## src/rtl/rv32v_ex_sequencer_if.sv

```systemverilog
// Decode/hazard/lane handshake bundle for the rv32v execute-stage element sequencer.
// master drives decode and hazard inputs; slave is the sequencer side.
interface rv32v_ex_sequencer_if #(
    parameter int unsigned LANES = 2,
    parameter int unsigned VL_W  = 8
);
    logic              dec_valid;
    logic [VL_W-1:0]   dec_vl;
    logic [VL_W-1:0]   dec_vstart;
    logic              dec_ready;
    logic              stall_ex;
    logic              flush_ex;
    logic              busy_ex;
    logic              ex_valid;
    logic [VL_W-1:0]   ex_elem_idx;
    logic [LANES-1:0]  ex_lane_mask;
    logic              ex_last;
    logic              ex_done;

    modport master (
        output dec_valid, dec_vl, dec_vstart, stall_ex, flush_ex,
        input  dec_ready, busy_ex, ex_valid, ex_elem_idx, ex_lane_mask, ex_last, ex_done
    );

    modport slave (
        input  dec_valid, dec_vl, dec_vstart, stall_ex, flush_ex,
        output dec_ready, busy_ex, ex_valid, ex_elem_idx, ex_lane_mask, ex_last, ex_done
    );
endinterface

```

## src/rtl/rv32v_ex_sequencer.sv

```systemverilog
// Execute-stage element sequencer: walks the active elements of one vector instruction,
// LANES per cycle. Optional chunk counter enabled by defining RV32V_EX_SEQ_PERF_EN.
module rv32v_ex_sequencer #(
    parameter int unsigned LANES = 2,
    parameter int unsigned VL_W  = 8
) (
    input  logic                        CLK,
    input  logic                        RST,
    rv32v_ex_sequencer_if.slave         bus
`ifdef RV32V_EX_SEQ_PERF_EN
    ,
    output logic [31:0]                 perf_chunks
`endif
);

    typedef logic [VL_W-1:0] idx_t;
    typedef logic [VL_W:0]   ext_t;

    typedef enum logic {StIdle, StRun} state_e;

    state_e state_q, state_d;
    idx_t   idx_q, idx_d;
    idx_t   vl_q, vl_d;
    logic   done_q, done_d;

    logic             run;
    logic             last;
    logic [LANES-1:0] lane_mask;
    logic             accept;
    logic             zero_elem;
    logic             advance;
    ext_t             idx_ext;
    ext_t             vl_ext;

    assign run       = (state_q == StRun);
    assign idx_ext   = {1'b0, idx_q};
    assign vl_ext    = {1'b0, vl_q};
    assign zero_elem = (bus.dec_vstart >= bus.dec_vl);

    // One extra bit keeps idx+i and idx+LANES from wrapping near the top of the range.
    always_comb begin
        lane_mask = '0;
        for (int unsigned i = 0; i < LANES; i++) begin
            lane_mask[i] = (idx_ext + ext_t'(i)) < vl_ext;
        end
    end

    assign last = (idx_ext + ext_t'(LANES)) >= vl_ext;

    assign bus.ex_valid     = run;
    assign bus.ex_elem_idx  = idx_q;
    assign bus.ex_lane_mask = run ? lane_mask : '0;
    assign bus.ex_last      = run & last;
    assign bus.busy_ex      = run & ~last;
    assign bus.ex_done      = done_q;
    assign bus.dec_ready    = ~run | (last & ~bus.stall_ex);

    assign accept  = bus.dec_valid & bus.dec_ready & ~bus.flush_ex;
    assign advance = run & ~bus.stall_ex & ~bus.flush_ex;

    always_comb begin
        state_d = state_q;
        idx_d   = idx_q;
        vl_d    = vl_q;
        done_d  = 1'b0;

        if (bus.flush_ex) begin
            state_d = StIdle;
        end else begin
            if (advance) begin
                if (last) begin
                    state_d = StIdle;
                    done_d  = 1'b1;
                end else begin
                    idx_d = idx_q + idx_t'(LANES);
                end
            end
            // Acceptance in RUN only happens on the final unstalled chunk, so it overrides
            // the return to IDLE while leaving done_d set for the retiring instruction.
            if (accept) begin
                if (zero_elem) begin
                    state_d = StIdle;
                    done_d  = 1'b1;
                end else begin
                    state_d = StRun;
                    idx_d   = bus.dec_vstart;
                    vl_d    = bus.dec_vl;
                end
            end
        end
    end

    always_ff @(posedge CLK) begin
        if (RST) begin
            state_q <= StIdle;
            idx_q   <= '0;
            vl_q    <= '0;
            done_q  <= 1'b0;
        end else begin
            state_q <= state_d;
            idx_q   <= idx_d;
            vl_q    <= vl_d;
            done_q  <= done_d;
        end
    end

`ifdef RV32V_EX_SEQ_PERF_EN
    logic [31:0] perf_q;

    always_ff @(posedge CLK) begin
        if (RST) begin
            perf_q <= '0;
        end else if (advance && (perf_q != 32'hFFFF_FFFF)) begin
            perf_q <= perf_q + 32'd1;
        end
    end

    assign perf_chunks = perf_q;
`endif

endmodule

```

## src/flat_wrapper.sv

```systemverilog
// flat-port wrapper written by rule: the top's interface ports become plain ports
module rv32v_ex_sequencer_flat 
#(
    parameter int unsigned LANES = 2,
    parameter int unsigned VL_W  = 8
)
  (CLK, RST, bus_dec_valid, bus_dec_vl, bus_dec_vstart, bus_stall_ex, bus_flush_ex, bus_dec_ready, bus_busy_ex, bus_ex_valid, bus_ex_elem_idx, bus_ex_lane_mask, bus_ex_last, bus_ex_done);
  rv32v_ex_sequencer_if #(.LANES(LANES), .VL_W(VL_W)) bus_i ();
  input  logic CLK;
  input  logic RST;
  input wire logic [$bits(bus_i.dec_valid)-1:0] bus_dec_valid;
  input wire logic [$bits(bus_i.dec_vl)-1:0] bus_dec_vl;
  input wire logic [$bits(bus_i.dec_vstart)-1:0] bus_dec_vstart;
  input wire logic [$bits(bus_i.stall_ex)-1:0] bus_stall_ex;
  input wire logic [$bits(bus_i.flush_ex)-1:0] bus_flush_ex;
  output wire logic [$bits(bus_i.dec_ready)-1:0] bus_dec_ready;
  output wire logic [$bits(bus_i.busy_ex)-1:0] bus_busy_ex;
  output wire logic [$bits(bus_i.ex_valid)-1:0] bus_ex_valid;
  output wire logic [$bits(bus_i.ex_elem_idx)-1:0] bus_ex_elem_idx;
  output wire logic [$bits(bus_i.ex_lane_mask)-1:0] bus_ex_lane_mask;
  output wire logic [$bits(bus_i.ex_last)-1:0] bus_ex_last;
  output wire logic [$bits(bus_i.ex_done)-1:0] bus_ex_done;
  assign bus_i.dec_valid = bus_dec_valid;
  assign bus_i.dec_vl = bus_dec_vl;
  assign bus_i.dec_vstart = bus_dec_vstart;
  assign bus_i.stall_ex = bus_stall_ex;
  assign bus_i.flush_ex = bus_flush_ex;
  assign bus_dec_ready = bus_i.dec_ready;
  assign bus_busy_ex = bus_i.busy_ex;
  assign bus_ex_valid = bus_i.ex_valid;
  assign bus_ex_elem_idx = bus_i.ex_elem_idx;
  assign bus_ex_lane_mask = bus_i.ex_lane_mask;
  assign bus_ex_last = bus_i.ex_last;
  assign bus_ex_done = bus_i.ex_done;
  rv32v_ex_sequencer #(.LANES(LANES), .VL_W(VL_W)) u_core (.CLK(CLK), .RST(RST), .bus(bus_i));
endmodule
```

## config.mk

```make
export PLATFORM = sky130hd
export DESIGN_NAME = rv32v_ex_sequencer_flat
export DESIGN_NICKNAME = d
export VERILOG_FILES = /design/src/rtl/rv32v_ex_sequencer_if.sv /design/src/rtl/rv32v_ex_sequencer.sv /design/src/flat_wrapper.sv
export SDC_FILE = /design/constraint.sdc
export NUM_CORES = 1
export LEC_CHECK = 0
export ABC_AREA = 1
export CAP_MARGIN = 40
export CORE_UTILIZATION = 45
export DETAILED_ROUTE_END_ITERATION = 12
export PLACE_DENSITY_LB_ADDON = 0.08
export SYNTH_ARGS = -nofsm -noshare
export SYNTH_HDL_FRONTEND = slang
export SYNTH_SLANG_ARGS = --single-unit
```

## constraint.sdc

```tcl
create_clock -name CLK -period 7.8 [get_ports CLK]
set_input_delay 1.56 -clock CLK [delete_from_list [all_inputs] [get_ports CLK]]
set_output_delay 1.56 -clock CLK [all_outputs]
set_load 0.05 [all_outputs]
```

==> reports/results.ini <==
[timing]
fin_crit_sh_pct = 65.7
worstMarginPinSlew_ns = 0.551
max_clock_freq_mhz = 195
slew_violations = 0
rsz0062_at_grt = no
setup_violations = 0
slew_headroom_pct = 63.1
fin_crit_ns = 5.13
worst_slack_ns = 2.67
clock_skew_ns = 0.00164
timing.setup.tns_ns = 0
hold_viol = 0

[detailed_routing]
drtIter0Drc = 127
vias = 2003
wl_um = 4830
ant_nets = 0
wl_per_cell_um = 12.1
via_per_inst = 5.01
dr.pass1.iters = 6
drc = 0

[floorplanning]
num_rows = 24
initial_core_util_pct = 48.1
num_io_pins = 36
die_y_um = 70.9
coreArea_um2 = 4440
dieArea_um2 = 5030
chipWidth_um = 70.9

[synth]
synth_top_cell_by_area = ha_1
yosysWarnings = 0
synth_edf_count = 0
ys_seq_area_share_pct = 16.9
synthCells = 314
synth_fp_nets = 368
yosysMostFrequentCell = nand2_1
ys.flop_type = dfxtp_1
netlist.area_leader.share_pct = 19.3
synth.area.top_cells = ha_1, dfxtp_1, nand2_1
synthTopCellsByCount = nand2_1, inv_1, ha_1, nor2_1, nor2_2
ys_ff_latch = 18
avgSynthCellArea_um2 = 6.81
synthDistinctLibCells = 33
syn-cell-area_um2 = 2140
synthArstFlopShare_pct = 0

[layout]
stdcell_area_um2 = 2550
final_util_pct = 57.3
drive_gt1_share_pct = 14.7
final_cells = 400
antenna_cells = 0
n_fill_cell = 455
area_growth_pct = 19.2
fin_nets = 403

[grt]
antenna_found_initial = 0
gr-usage-all-layers_pct = 20.8
grt_start_max_net_pins = 27
grt_pass1_wl_um = 8290
grt_overflow = 0
grt_pass1_vias = 1816

[clock_network]
clk_latency_ns = 0.26
cts_num_sinks = 18
ctsResizeCount = 0
cts_buffers = 3
cts_hold_buf = 0
cts_root_buffer = clkbuf_8
cts.clk_slew.worst_paths_ns = 0.07
clockBufferDepth = 2
tritoncts = built
postCtsSetupRepairBufs = 0
cts-htree-levels = 1

[worst_setup_path]
cpLargestDelayFamily = simple AND/OR/NAND/NOR gates
required_ns = 6.24
crit_cells = 15
ff2ff_path_depth = 16
cp.buffers_inverters = 3
crit_slowest_cell = clkdlybuf4s50_1
slowest_delay_ns = 0.83
arrival_ns = 3.57
start_kind = flop
end_kind = output pin
cp_cell_sequence = ha_1 > nand2_1 > inv_1 > nand2_1 > nor2_1 > xor2_1 > inv_1 > ha_1 > nand4_1 > nor3_1 > nand2_1 > nand3_2 > nand2_1 > nand2_2 > clkdlybuf4s50_1
crit_path_max_fanout = 9
worstSetupPathType = flop to output pin
crit_top_cell = nand2_1

[power]
p_leak_nw = 1.32
vdd_drop_max_mv = 0.0725
p_per_area_nw_per_um2 = 141

[min_path]
hold_class = flop to flop
whs_path_depth = 4

[place]
portBuffers = 35
place_ws_ns = 2.96
dpl_cell_area_um2 = 2490
dp_hpwl_um = 4070
place_inst = 396
routabilityCongestion = 0.833

[run_status]
status = finished, final reports clean

[run]
maxCapViolCount = 0

-- sequential cells by signal, summed over array words and instances (netlist names) --
name / flops
u_core.bus.ex_elem_idx: 8
u_core.bus.ex_done: 1
u_core.bus.ex_valid: 1
u_core.vl_q: 8
-- worst paths after layout --
check,startpoint,to,slack [ns]
max,u_core.bus.ex_elem_idx[2],bus_dec_ready,2.67
min,u_core.vl_q[0],u_core.vl_q[0],0.59
max reg2reg,u_core.bus.ex_elem_idx[2],u_core.bus.ex_elem_idx[1],4.66
min reg2reg,u_core.vl_q[0],u_core.vl_q[0],0.59
-- cells in the final DEF, fill, tap and decap left out, types with 3 or more instances in the layout --
cell,Yosys,final
ha_1,33,33
clkdlybuf4s50_1,0,35
nand3_1,4,4
a21oi_1,14,14
clkbuf_8,0,4
nand2_1,75,75
nand2_2,13,13
nor2_1,21,21
o21ai_0,6,6
xor2_1,6,6
inv_1,57,57
dfxtp_1,18,18
nor2_2,20,20
nor2_4,3,3
nand4_1,17,17
nand3_2,3,3
-- power by group --
part	total [mW]	internal, mW	switching (mW)
Sequential	0.107	0.0988	0.00840
Combinational	0.175	0.0664	0.108
Clock	0.0781	0.0449	0.0332
Total	0.360	0.210	0.150
-- tightest hold or removal path: stages, from the launching register on --
cell	delay [ns]
dfxtp_1	0.34
inv_1	0.07
nand2_2	0.05
nand2_1	0.06
nor2_2	0.03
-- final cells by class --
type	instances	area, µm²	area share [%]
Inverter	58	218	8.55
Clock buffer	4	55.1	2.16
Sequential cell	18	360	14.1
Timing Repair Buffer	35	350	13.8
Multi-Input combinational cell	233	1500	58.8
Tap cell	52	65.1	2.55
-- logic make-up (layout without fill, tap and decap cells) --
group                    Yosys count  count (layout)  synth area share, %
adder cells (fa/ha/maj)           33              33                 19.3
buffers and inverters             63              97                 13.0
AO/OA/AOI/OAI                     28              28                 8.02
AND/OR/NAND/NOR                  166             166                 40.3
flip-flops                        18              18                 16.9
XOR/XNOR                           6               6                 2.46
-- per-stage QoR --
stage / power, mW / hold slack (ns)
2_1_floorplan: 0.238 / 0.536
4_1_cts: 0.363 / 0.588
5_1_grt: 0.391 / 0.602
3_3_place_gp: 0.282 / 0.585
6_report: 0.360 / 0.589
3_5_place_dp: 0.284 / 0.576
-- routing by layer --
layer	global-route usage, %	routed length [µm]	up-vias
li1	-	-	1068
met5	0	0	-
met2	35.8	2350	43
met1	28.1	2290	887
met4	6.67	64	0
met3	0.855	129	5
Power figures use the tool's default switching activity.
